<file path="config.mk">
export PLATFORM = sky130hd
export DESIGN_NAME = reaction_stimulus_gen
export DESIGN_NICKNAME = d
export VERILOG_FILES = /design/src/rtl/reaction_stimulus_gen.sv
export SDC_FILE = /design/constraint.sdc
export NUM_CORES = 1
export LEC_CHECK = 0
export CAP_MARGIN = 20
export CORE_MARGIN = 2
export CORE_UTILIZATION = 45
export CTS_CLUSTER_DIAMETER = 50
export DETAILED_ROUTE_END_ITERATION = 8
export SLEW_MARGIN = 15
export SYNTH_ARGS = -nofsm -noshare
export SYNTH_HDL_FRONTEND = slang
export SYNTH_SLANG_ARGS = --single-unit
</file>
<file path="constraint.sdc">
create_clock -name clk -period 2.3 [get_ports clk]
set_input_delay 0.23 -clock clk [delete_from_list [all_inputs] [get_ports clk]]
set_output_delay 0.23 -clock clk [all_outputs]
set_load 0.005 [all_outputs]
</file>
<file path="src/rtl/reaction_stimulus_gen.sv">
// ----------------------------------------------------------------------------
// reaction_stimulus_gen
//
// Front end of the reaction timer. Each arm request runs one trial. The block
// waits a pseudo-random delay and then lights the LED. It debounces the raw
// pushbutton. It brackets the reaction interval with start/stop pulses, and it
// flags presses that arrive before the LED is lit (false starts).
//
// Ports
//   clk          in   single clock domain
//   rst          in   asynchronous, active-high reset
//   arm          in   request a trial; only looked at while idle
//   button_raw   in   asynchronous pushbutton, 1 = pressed
//   led_on       out  stimulus LED, lit from start_pulse until the press is accepted
//   start_pulse  out  one-cycle pulse in the first cycle led_on is high
//   stop_pulse   out  one-cycle pulse on the accepted press while lit
//   btn_db       out  debounced button level
//   false_start  out  sticky press-during-delay flag, cleared by the next arm
//   busy         out  high whenever a trial is in progress
//
// FSM states
//   state    | meaning
//   ---------+----------------------------------------------------------
//   ST_IDLE  | no trial; waiting for arm
//   ST_DELAY | counting down the random delay; a press here is a false start
//   ST_LIT   | LED lit; waiting for a fresh debounced press
// ----------------------------------------------------------------------------
module reaction_stimulus_gen #(
    parameter int unsigned DEBOUNCE_CYCLES = 8,
    parameter int unsigned DELAY_MIN       = 1000,
    parameter logic [15:0] DELAY_MASK      = 16'h0FFF
) (
    input  logic clk,
    input  logic rst,
    input  logic arm,
    input  logic button_raw,
    output logic led_on,
    output logic start_pulse,
    output logic stop_pulse,
    output logic btn_db,
    output logic false_start,
    output logic busy
);

    localparam int unsigned    DB_W      = $clog2(DEBOUNCE_CYCLES + 1);
    localparam logic [DB_W-1:0] DB_LAST  = DB_W'(DEBOUNCE_CYCLES - 1);
    localparam logic [DB_W-1:0] DB_ONE   = DB_W'(1);
    localparam logic [15:0]    LFSR_SEED = 16'hACE1;
    localparam logic [15:0]    LFSR_TAPS = 16'hB400;
    localparam logic [16:0]    DELAY_BASE = 17'(DELAY_MIN);

    typedef enum logic [1:0] {
        ST_IDLE  = 2'd0,
        ST_DELAY = 2'd1,
        ST_LIT   = 2'd2
    } state_t;

    // ------------------------------------------------------------------
    // Registers
    // ------------------------------------------------------------------
    logic [15:0]     lfsr_q,        lfsr_d;
    logic            sync1_q,       sync1_d;
    logic            sync2_q,       sync2_d;
    logic [DB_W-1:0] db_cnt_q,      db_cnt_d;
    logic            btn_db_q,      btn_db_d;
    state_t          state_q,       state_d;
    logic [16:0]     dcnt_q,        dcnt_d;
    logic            led_on_q,      led_on_d;
    logic            start_pulse_q, start_pulse_d;
    logic            stop_pulse_q,  stop_pulse_d;
    logic            false_start_q, false_start_d;

    logic            press;
    logic [16:0]     delay_load;

    // ------------------------------------------------------------------
    // Free-running Galois LFSR; the seed is nonzero and the taps are
    // maximal-length, so the all-zero lock-up state is never reached.
    // ------------------------------------------------------------------
    always_comb begin
        lfsr_d = {1'b0, lfsr_q[15:1]} ^ (lfsr_q[0] ? LFSR_TAPS : 16'h0000);
    end

    // ------------------------------------------------------------------
    // Button synchroniser and debounce
    // ------------------------------------------------------------------
    always_comb begin
        sync1_d = button_raw;
        sync2_d = sync1_q;
    end

    // The counter holds how many consecutive cycles the synced level has
    // disagreed with the debounced level. The debounced level flips on the
    // edge where that run reaches DEBOUNCE_CYCLES, so it never stores the
    // terminal value itself.
    always_comb begin
        db_cnt_d = '0;
        btn_db_d = btn_db_q;
        if (sync2_q != btn_db_q) begin
            if (db_cnt_q == DB_LAST) begin
                btn_db_d = sync2_q;
                db_cnt_d = '0;
            end else begin
                db_cnt_d = db_cnt_q + DB_ONE;
            end
        end
    end

    // The press is taken from the next-state value so that stop_pulse and the
    // debounced rising edge land on the same clock edge.
    assign press = btn_db_d & ~btn_db_q;

    // ------------------------------------------------------------------
    // Trial FSM
    // ------------------------------------------------------------------
    // The counter is loaded with the total delay minus one. The DELAY state
    // spends one more cycle at zero before it moves to LIT, so the LED comes
    // on exactly DELAY_MIN + (lfsr & DELAY_MASK) edges after the arm edge.
    assign delay_load = DELAY_BASE + {1'b0, (lfsr_q & DELAY_MASK)} - 17'd1;

    always_comb begin
        state_d       = state_q;
        dcnt_d        = dcnt_q;
        led_on_d      = led_on_q;
        start_pulse_d = 1'b0;
        stop_pulse_d  = 1'b0;
        false_start_d = false_start_q;

        case (state_q)
            ST_IDLE: begin
                led_on_d = 1'b0;
                if (arm) begin
                    state_d       = ST_DELAY;
                    dcnt_d        = delay_load;
                    false_start_d = 1'b0;
                end
            end

            ST_DELAY: begin
                // A press wins over the delay expiring in the same cycle.
                if (press) begin
                    state_d       = ST_IDLE;
                    dcnt_d        = '0;
                    false_start_d = 1'b1;
                end else if (dcnt_q == 17'd0) begin
                    state_d       = ST_LIT;
                    led_on_d      = 1'b1;
                    start_pulse_d = 1'b1;
                end else begin
                    dcnt_d = dcnt_q - 17'd1;
                end
            end

            ST_LIT: begin
                // No timeout: the LED stays lit until a fresh press.
                if (press) begin
                    state_d      = ST_IDLE;
                    led_on_d     = 1'b0;
                    stop_pulse_d = 1'b1;
                end
            end

            default: begin
                state_d  = ST_IDLE;
                dcnt_d   = '0;
                led_on_d = 1'b0;
            end
        endcase
    end

    always_ff @(posedge clk or posedge rst) begin
        if (rst) begin
            lfsr_q        <= LFSR_SEED;
            sync1_q       <= 1'b0;
            sync2_q       <= 1'b0;
            db_cnt_q      <= '0;
            btn_db_q      <= 1'b0;
            state_q       <= ST_IDLE;
            dcnt_q        <= '0;
            led_on_q      <= 1'b0;
            start_pulse_q <= 1'b0;
            stop_pulse_q  <= 1'b0;
            false_start_q <= 1'b0;
        end else begin
            lfsr_q        <= lfsr_d;
            sync1_q       <= sync1_d;
            sync2_q       <= sync2_d;
            db_cnt_q      <= db_cnt_d;
            btn_db_q      <= btn_db_d;
            state_q       <= state_d;
            dcnt_q        <= dcnt_d;
            led_on_q      <= led_on_d;
            start_pulse_q <= start_pulse_d;
            stop_pulse_q  <= stop_pulse_d;
            false_start_q <= false_start_d;
        end
    end

    // ------------------------------------------------------------------
    // Outputs
    // ------------------------------------------------------------------
    assign led_on      = led_on_q;
    assign start_pulse = start_pulse_q;
    assign stop_pulse  = stop_pulse_q;
    assign btn_db      = btn_db_q;
    assign false_start = false_start_q;
    assign busy        = (state_q != ST_IDLE);

endmodule

</file>
==> results.cfg, run 1 <==
[power_and_ir_drop]
p_leak_nw = 1.18
vdd_drop_max_uv = 562
p_int_mw = 1.89
combPwrFrac_pct = 46.4
pwr-share-seq_pct = 37.4
p_sw_mw = 1.16
pwr-share-clk_pct = 16.1
power.density_nw_per_um2 = 1130
sw_frac_of_total_pct = 38.1

[global_route]
grt_pass1_wl_mm = 8.31
grt_usage_pct = 19.9
grt_max_degree = 21
antenna_found_initial = 0
grt_pass1_vias = 1725
grt-ovfl-total = 0

[yosys]
yosysTopAreaCellShare_pct = 42.9
synth.distinct_cells = 38
synth-edff-count = 0
synth-seq-cells = 46
synth.avg_cell_area_um2 = 10.2
synthCells = 217
synth.yosys.seq_area_share_pct = 52.4
yosys.area.top_type = dfrtp_1
synthTopCellsByArea = dfrtp_1 (43%), dfstp_2 (9.5%), a22o_1 (4.7%)
ys_warn_count = 0
synthArstFlopShare_pct = 100
netlist_area_um2 = 2220
ys.flop_type = dfrtp_1
syn_nets = 224

[setup_path]
r2r_cells = 7
crit_arrival_ns = 2.49
crit_required_ns = 2.48
crit_path_end_kind = flop
critPathMaxFanout = 5
critPathMaxStageDelay_ns = 0.45
crit_path_top_delay_cell = or4b_4
crit_path_cell_trace = inv_2 > ha_4 > or4b_4 > or3_4 > o31ai_4 > nor2_2 > a22o_1
cp-start-kind = flop
worstSetupPathType = flop to flop

[place]
gp_congestion = 0.894
post-place-ws_ns = -0.0362
place.port_buffers = 9
dpl_cell_area_um2 = 2530
dp_hpwl_mm = 3.53

[clocking]
cts_buffers = 5
cts_buffer_depth = 2
cts_max_level = 2
clk_latency_ns = 0.30
cts_tree = built
cts_num_sinks = 46
root_buffer = clkbuf_8
clkTransAtPathRegs_ns = 0.09

[floorplanning]
fp.dieH_um = 74.2
core_um2 = 4720
die_w_um = 74.2
num_io_pins = 10
die_area_um2 = 5500
rows = 25
start_util_pct = 46.9

[drt]
finalWirelength_mm = 5.03
route.detailed.drc = 0
wl_per_cell_um = 16.0
dr.pass1.iters = 4
num_vias = 1765
drt-initial-drc-count = 124
final_antenna_net_count = 0
viasPerCell = 5.60

[final_layout]
syn2layout_area_growth_pct = 22.0
fin_area_um2 = 2710
final_core_util_pct = 57.3
diodes = 0
final_layout_size_suffix_gt1_share_pct = 23.0
nNetsFinal = 254

[sta]
max_freq_mhz = 434
finalMaxSlewViolations = 0
grt_setup_unrepaired = yes
finalCriticalPeriod_ns = 2.30
tightest_slew_ns = 0.627
fin_ws_ns = -0.00432
setup_violations = 1
final-hold-violation-count = 0
slew_headroom_pct = 57.9
period_share_pct = 100
final.setup_skew_ns = 0.00935

[job]
drv_cap = 0

[outcome]
outcome = finished, violations left
violations = setup timing

[min_path]
hold_class = input pin to async pin
[cells in the mapped netlist (2+ instances only)]
library cell  instances
xor2_1                8
or3_1                 4
a21oi_1               7
a22o_1               12
or4_1                 7
nor3_1               11
nand3_1               5
o32ai_1               3
dfrtp_1              38
inv_1                 9
nor2b_1               2
xnor2_1               7
nand2_1              16
buf_2                 2
a31oi_1               5
nor2_1               15
dfstp_2               8
o21ai_0              17
nand2b_1              6
clkbuf_1              6
o22ai_1               7
or2_2                 2
ha_1                  3
o31ai_1               3
[repair_timing]
item	in CTS	in global routing
setup buffers	0	0
cloned	0	1
hold buffers	0	0
gates resized for setup	5	16
pin swaps	0	5
endpoints found under the setup margin	10	15
[cell type report]
class                           count  area, um^2
Fill cell                         402        2020
Inverter                            9        33.8
Tap cell                           67        83.8
Timing Repair Buffer               31         268
Sequential cell                    46        1160
Multi-Input combinational cell    154        1070
Clock inverter                      2        13.8
Clock buffer                        6        72.6
[kinds of logic after synthesis]
kind of cell               after synthesis  share of synthesized area [%]
xor gates and xnor gates                15                           5.93
DFF                                     46                           52.4
buffers and inverters                   18                           3.50
AOI/OAI and AO/OA                       62                           19.7
adders and majority gates                3                           1.69
and+or+nand+nor                         73                           16.8
[cell usage in the layout (no fill, tap or decap), types with 2 or more instances in the layout]
cell type and instances:
buf_4 21, o32ai_1 3, or3_1 2, a22o_1 12, clkbuf_8 5, nand2b_1 6
xnor2_1 7, inv_2 2, nand2_1 16, nor3_2 2, or4_4 3, or4_1 4
dfstp_2 8, o21ai_1 3, nor3_1 9, inv_1 6, xor2_1 8, or2_2 2
nor2_1 15, nand3_1 5, ha_1 2, a31oi_1 4, o31ai_1 3, dfrtp_1 38
a21oi_1 7, nor2b_1 2, o21ai_2 2, or3_4 2, clkdlybuf4s50_1 9, o21ai_0 12
o22ai_1 7
[stage by stage]
stage / power (mW) / hold slack [ns] / cells / setup TNS [ns]
after CTS: 2.96 / 0.247 / 314 / 0
after global routing: 3.26 / 0.273 / 315 / -0.235
after global placement: 2.39 / 0.336 / 306 / 0
final: 3.05 / 0.235 / 315 / -0.00432
after floorplan: 1.94 / 0.261 / 217 / -1.05
after detailed placement: 2.44 / 0.335 / 306 / -0.0636
[final timing paths]
check / to / slack [ns] / from
setup / recovery: dcnt_q[0] / -0.004 / dcnt_q[1]
hold / removal: dcnt_q[1] / 0.23 / rst
min in group clk: sync2_q / 0.35 / sync1_q
max in group asynchronous: db_cnt_q[1] / 1.48 / rst
setup reg to reg: dcnt_q[0] / -0.004 / dcnt_q[1]
hold reg to reg: sync2_q / 0.35 / sync1_q
[worst max-delay path, delay by kind of cell (launching register included)]
kind,cells,cell delay [ns]
buf+inv,1,0.08
flops,1,0.41
compound gates,2,0.53
fa+ha+maj,1,0.14
simple gates,3,1.03
[power groups by stage]
stage          registers, mW  logic (mW)  clock network (mW)
3_3_place_gp            1.13        1.25                   0
6_report                1.14        1.42               0.493
3_5_place_dp            1.14        1.30                   0
4_1_cts                 1.13        1.33               0.503
5_1_grt                 1.17        1.55               0.543
2_1_floorplan           1.14       0.803                   0
[state kept, by name (all words and copies together), names as in the netlist]
name / flops
dcnt_q: 17
led_on: 1
stop_pulse: 1
btn_db: 1
db_cnt_q: 4
sync1_q: 1
start_pulse: 1
state_q: 2
false_start: 1
lfsr_q: 16
sync2_q: 1
[routing by layer]
metal	wire [um]	GRT usage, %	part of all wire (%)
met1	2400	28.2	48
met3	172	3.66	3.4
met4	37	4.85	0.74
met2	2420	32.0	48
met5	0	0	0
No activity file was read; power rests on OpenSTA's default activity.
==> inputs of run 2 (changes only) <==
--- a/config.mk
+++ b/config.mk
@@ -6,10 +6,10 @@
 export NUM_CORES = 1
 export LEC_CHECK = 0
 export CAP_MARGIN = 20
-export CORE_MARGIN = 2
 export CORE_UTILIZATION = 45
 export CTS_CLUSTER_DIAMETER = 50
 export DETAILED_ROUTE_END_ITERATION = 8
+export HOLD_SLACK_MARGIN = 0.02
 export SLEW_MARGIN = 15
 export SYNTH_ARGS = -nofsm -noshare
 export SYNTH_HDL_FRONTEND = slang
==> results.cfg, run 2 (same netlist as run 1, synthesis figures left out) <==
[setup_path]
crit_buf_inv = 1
crit_path_end_kind = flop
critPathMaxFanout = 6
crit_path_cell_trace = inv_1 > ha_4 > or4b_4 > or3_4 > o31ai_4 > nor2_4 > a22o_1
crit_required_ns = 2.50
crit_path_top_delay_cell = or4b_4
critPathMaxStageDelay_ns = 0.45
worstSetupPathType = flop to flop
ff2ff_setup_slack_ns = 0.03
crit_family = simple AND/OR/NAND/NOR gates
cp-start-kind = flop
crit_arrival_ns = 2.47

[sta]
finalCriticalPeriod_ns = 2.27
grt_setup_unrepaired = yes
tightest_slew_ns = 0.624
setup_tns_ns = 0
finalMaxSlewViolations = 0
final-hold-violation-count = 0
hold_slack_ns = 0.239
period_share_pct = 98.8
max_freq_mhz = 440
final.setup_skew_ns = 0.00748
slew_headroom_pct = 58.1
setup_violations = 0

[final_layout]
largest_register_ffs = 17
final_common_cell = dfrtp_1
nNetsFinal = 256
syn2layout_area_growth_pct = 23.3
largestRegisters = dcnt_q (17), lfsr_q (16), db_cnt_q (4)
fin_area_um2 = 2730
final_layout_size_suffix_gt1_share_pct = 22.0
final_cell_mix = dfrtp_1 (38), buf_4 (23), nand2_1 (16), nor2_1 (15), o21ai_0 (13)
regMostFlops = dcnt_q
diodes = 0
n_fill_cell = 403

[clocking]
clkTransAtPathRegs_ns = 0.09
cts_max_level = 2
cts_buffer_depth = 2
cts_buffers = 5
cts_tree = built
clk_latency_ns = 0.30
ctsHoldBuffers = 0
cts_num_sinks = 46
root_buffer = clkbuf_8

[place]
dp_hpwl_mm = 3.46
dpl_cell_area_um2 = 2530
gp_congestion = 0.851
place.port_buffers = 9

[power_and_ir_drop]
p_leak_nw = 1.19
power.density_nw_per_um2 = 1150
vdd_drop_max_uv = 498

[drt]
viasPerCell = 5.68
route.detailed.drc = 0
drt-initial-drc-count = 174
finalWirelength_mm = 4.95
num_vias = 1801
final_antenna_net_count = 0
dr.pass1.iters = 4
wl_per_cell_um = 15.6

[floorplanning]
fp.dieH_um = 72.2
rows = 25
die_area_um2 = 5210
start_util_pct = 46.9
num_io_pins = 10
core_um2 = 4720
die_w_um = 72.2

[global_route]
grt_pass1_vias = 1774
grt_pass1_wl_mm = 8.36
grt-ovfl-total = 0
grt_usage_pct = 20.8
antenna_found_initial = 0
grt_max_degree = 21

[outcome]
outcome = finished clean

[min_path]
hold_class = input pin to async pin

[job]
drv_cap = 0
==> run 2: changes by cell type in the layout (fill, tap and decap cells not counted), sizes merged <==
| cell | previous run | this run |
|---|---|---|
| buf | 22 | 24 |
| bufinv | 0 | 1 |
| clkinv | 3 | 1 |
| clkinvlp | 0 | 1 |
==> run 2: power breakdown <==
part / total (mW) / switching, mW / internal [mW]
sequential: 1.14 / 0.147 / 0.994
clock: 0.601 / 0.277 / 0.324
combinational: 1.41 / 0.726 / 0.687
total: 3.16 / 1.15 / 2.01
==> run 2: stage by stage <==
step           power (mW)  setup slack, ns  utilization (%)  std cells
2_1_floorplan        1.94           -0.101                -        217
3_3_place_gp         2.39           0.0401             53.5        306
3_5_place_dp         2.43          -0.0961             53.5        306
4_1_cts              3.06          -0.0163             56.4        314
5_1_grt              3.35          -0.0288             57.9        317
6_report             3.16           0.0282             57.9        317
==> run 2: worst paths after layout <==
check,start,to,cells after the start
setup reg to reg,dcnt_q[1],dcnt_q[5],7
min in group clk,sync1_q,sync2_q,0
setup / recovery,dcnt_q[1],dcnt_q[5],7
max in group asynchronous,rst,stop_pulse,3
hold reg to reg,sync1_q,sync2_q,0
hold / removal,rst,lfsr_q[14],2
==> run 2: layer usage <==
layer	part of all wire (%)	up-vias	global-route usage [%]
li1	-	856	-
met1	46	889	27.6
met2	48	47	33.2
met3	4.5	9	4.86
met4	1.8	0	7.63
met5	0	-	0
==> run 2: repair_timing <==
action,in CTS,in global routing
gates resized for setup,5,11
buffers inserted,0,2
endpoints found under the hold margin,0,0
setup endpoints to repair,9,14
pin swaps,0,7
gates cloned,0,1
==> run 2: cell type report <==
cell class	instances	area (um^2)	area share [%]
Sequential cell	46	1160	42.5
Multi-Input combinational cell	154	1060	38.8
Timing Repair Buffer	33	283	10.3
Tap cell	67	83.8	3.07
Clock buffer	6	72.6	2.66
Clock inverter	2	37.5	1.37
Inverter	9	33.8	1.24
==> run 2: worst reg2reg max path: cells and delay by family, from the launching register on <==
kind / cells / cell delay (ns)
AOI/OAI and AO/OA: 2 / 0.56
buffers and inverters: 1 / 0.09
and+or+nand+nor: 3 / 1.00
adders and majority gates: 1 / 0.14
DFF: 1 / 0.38
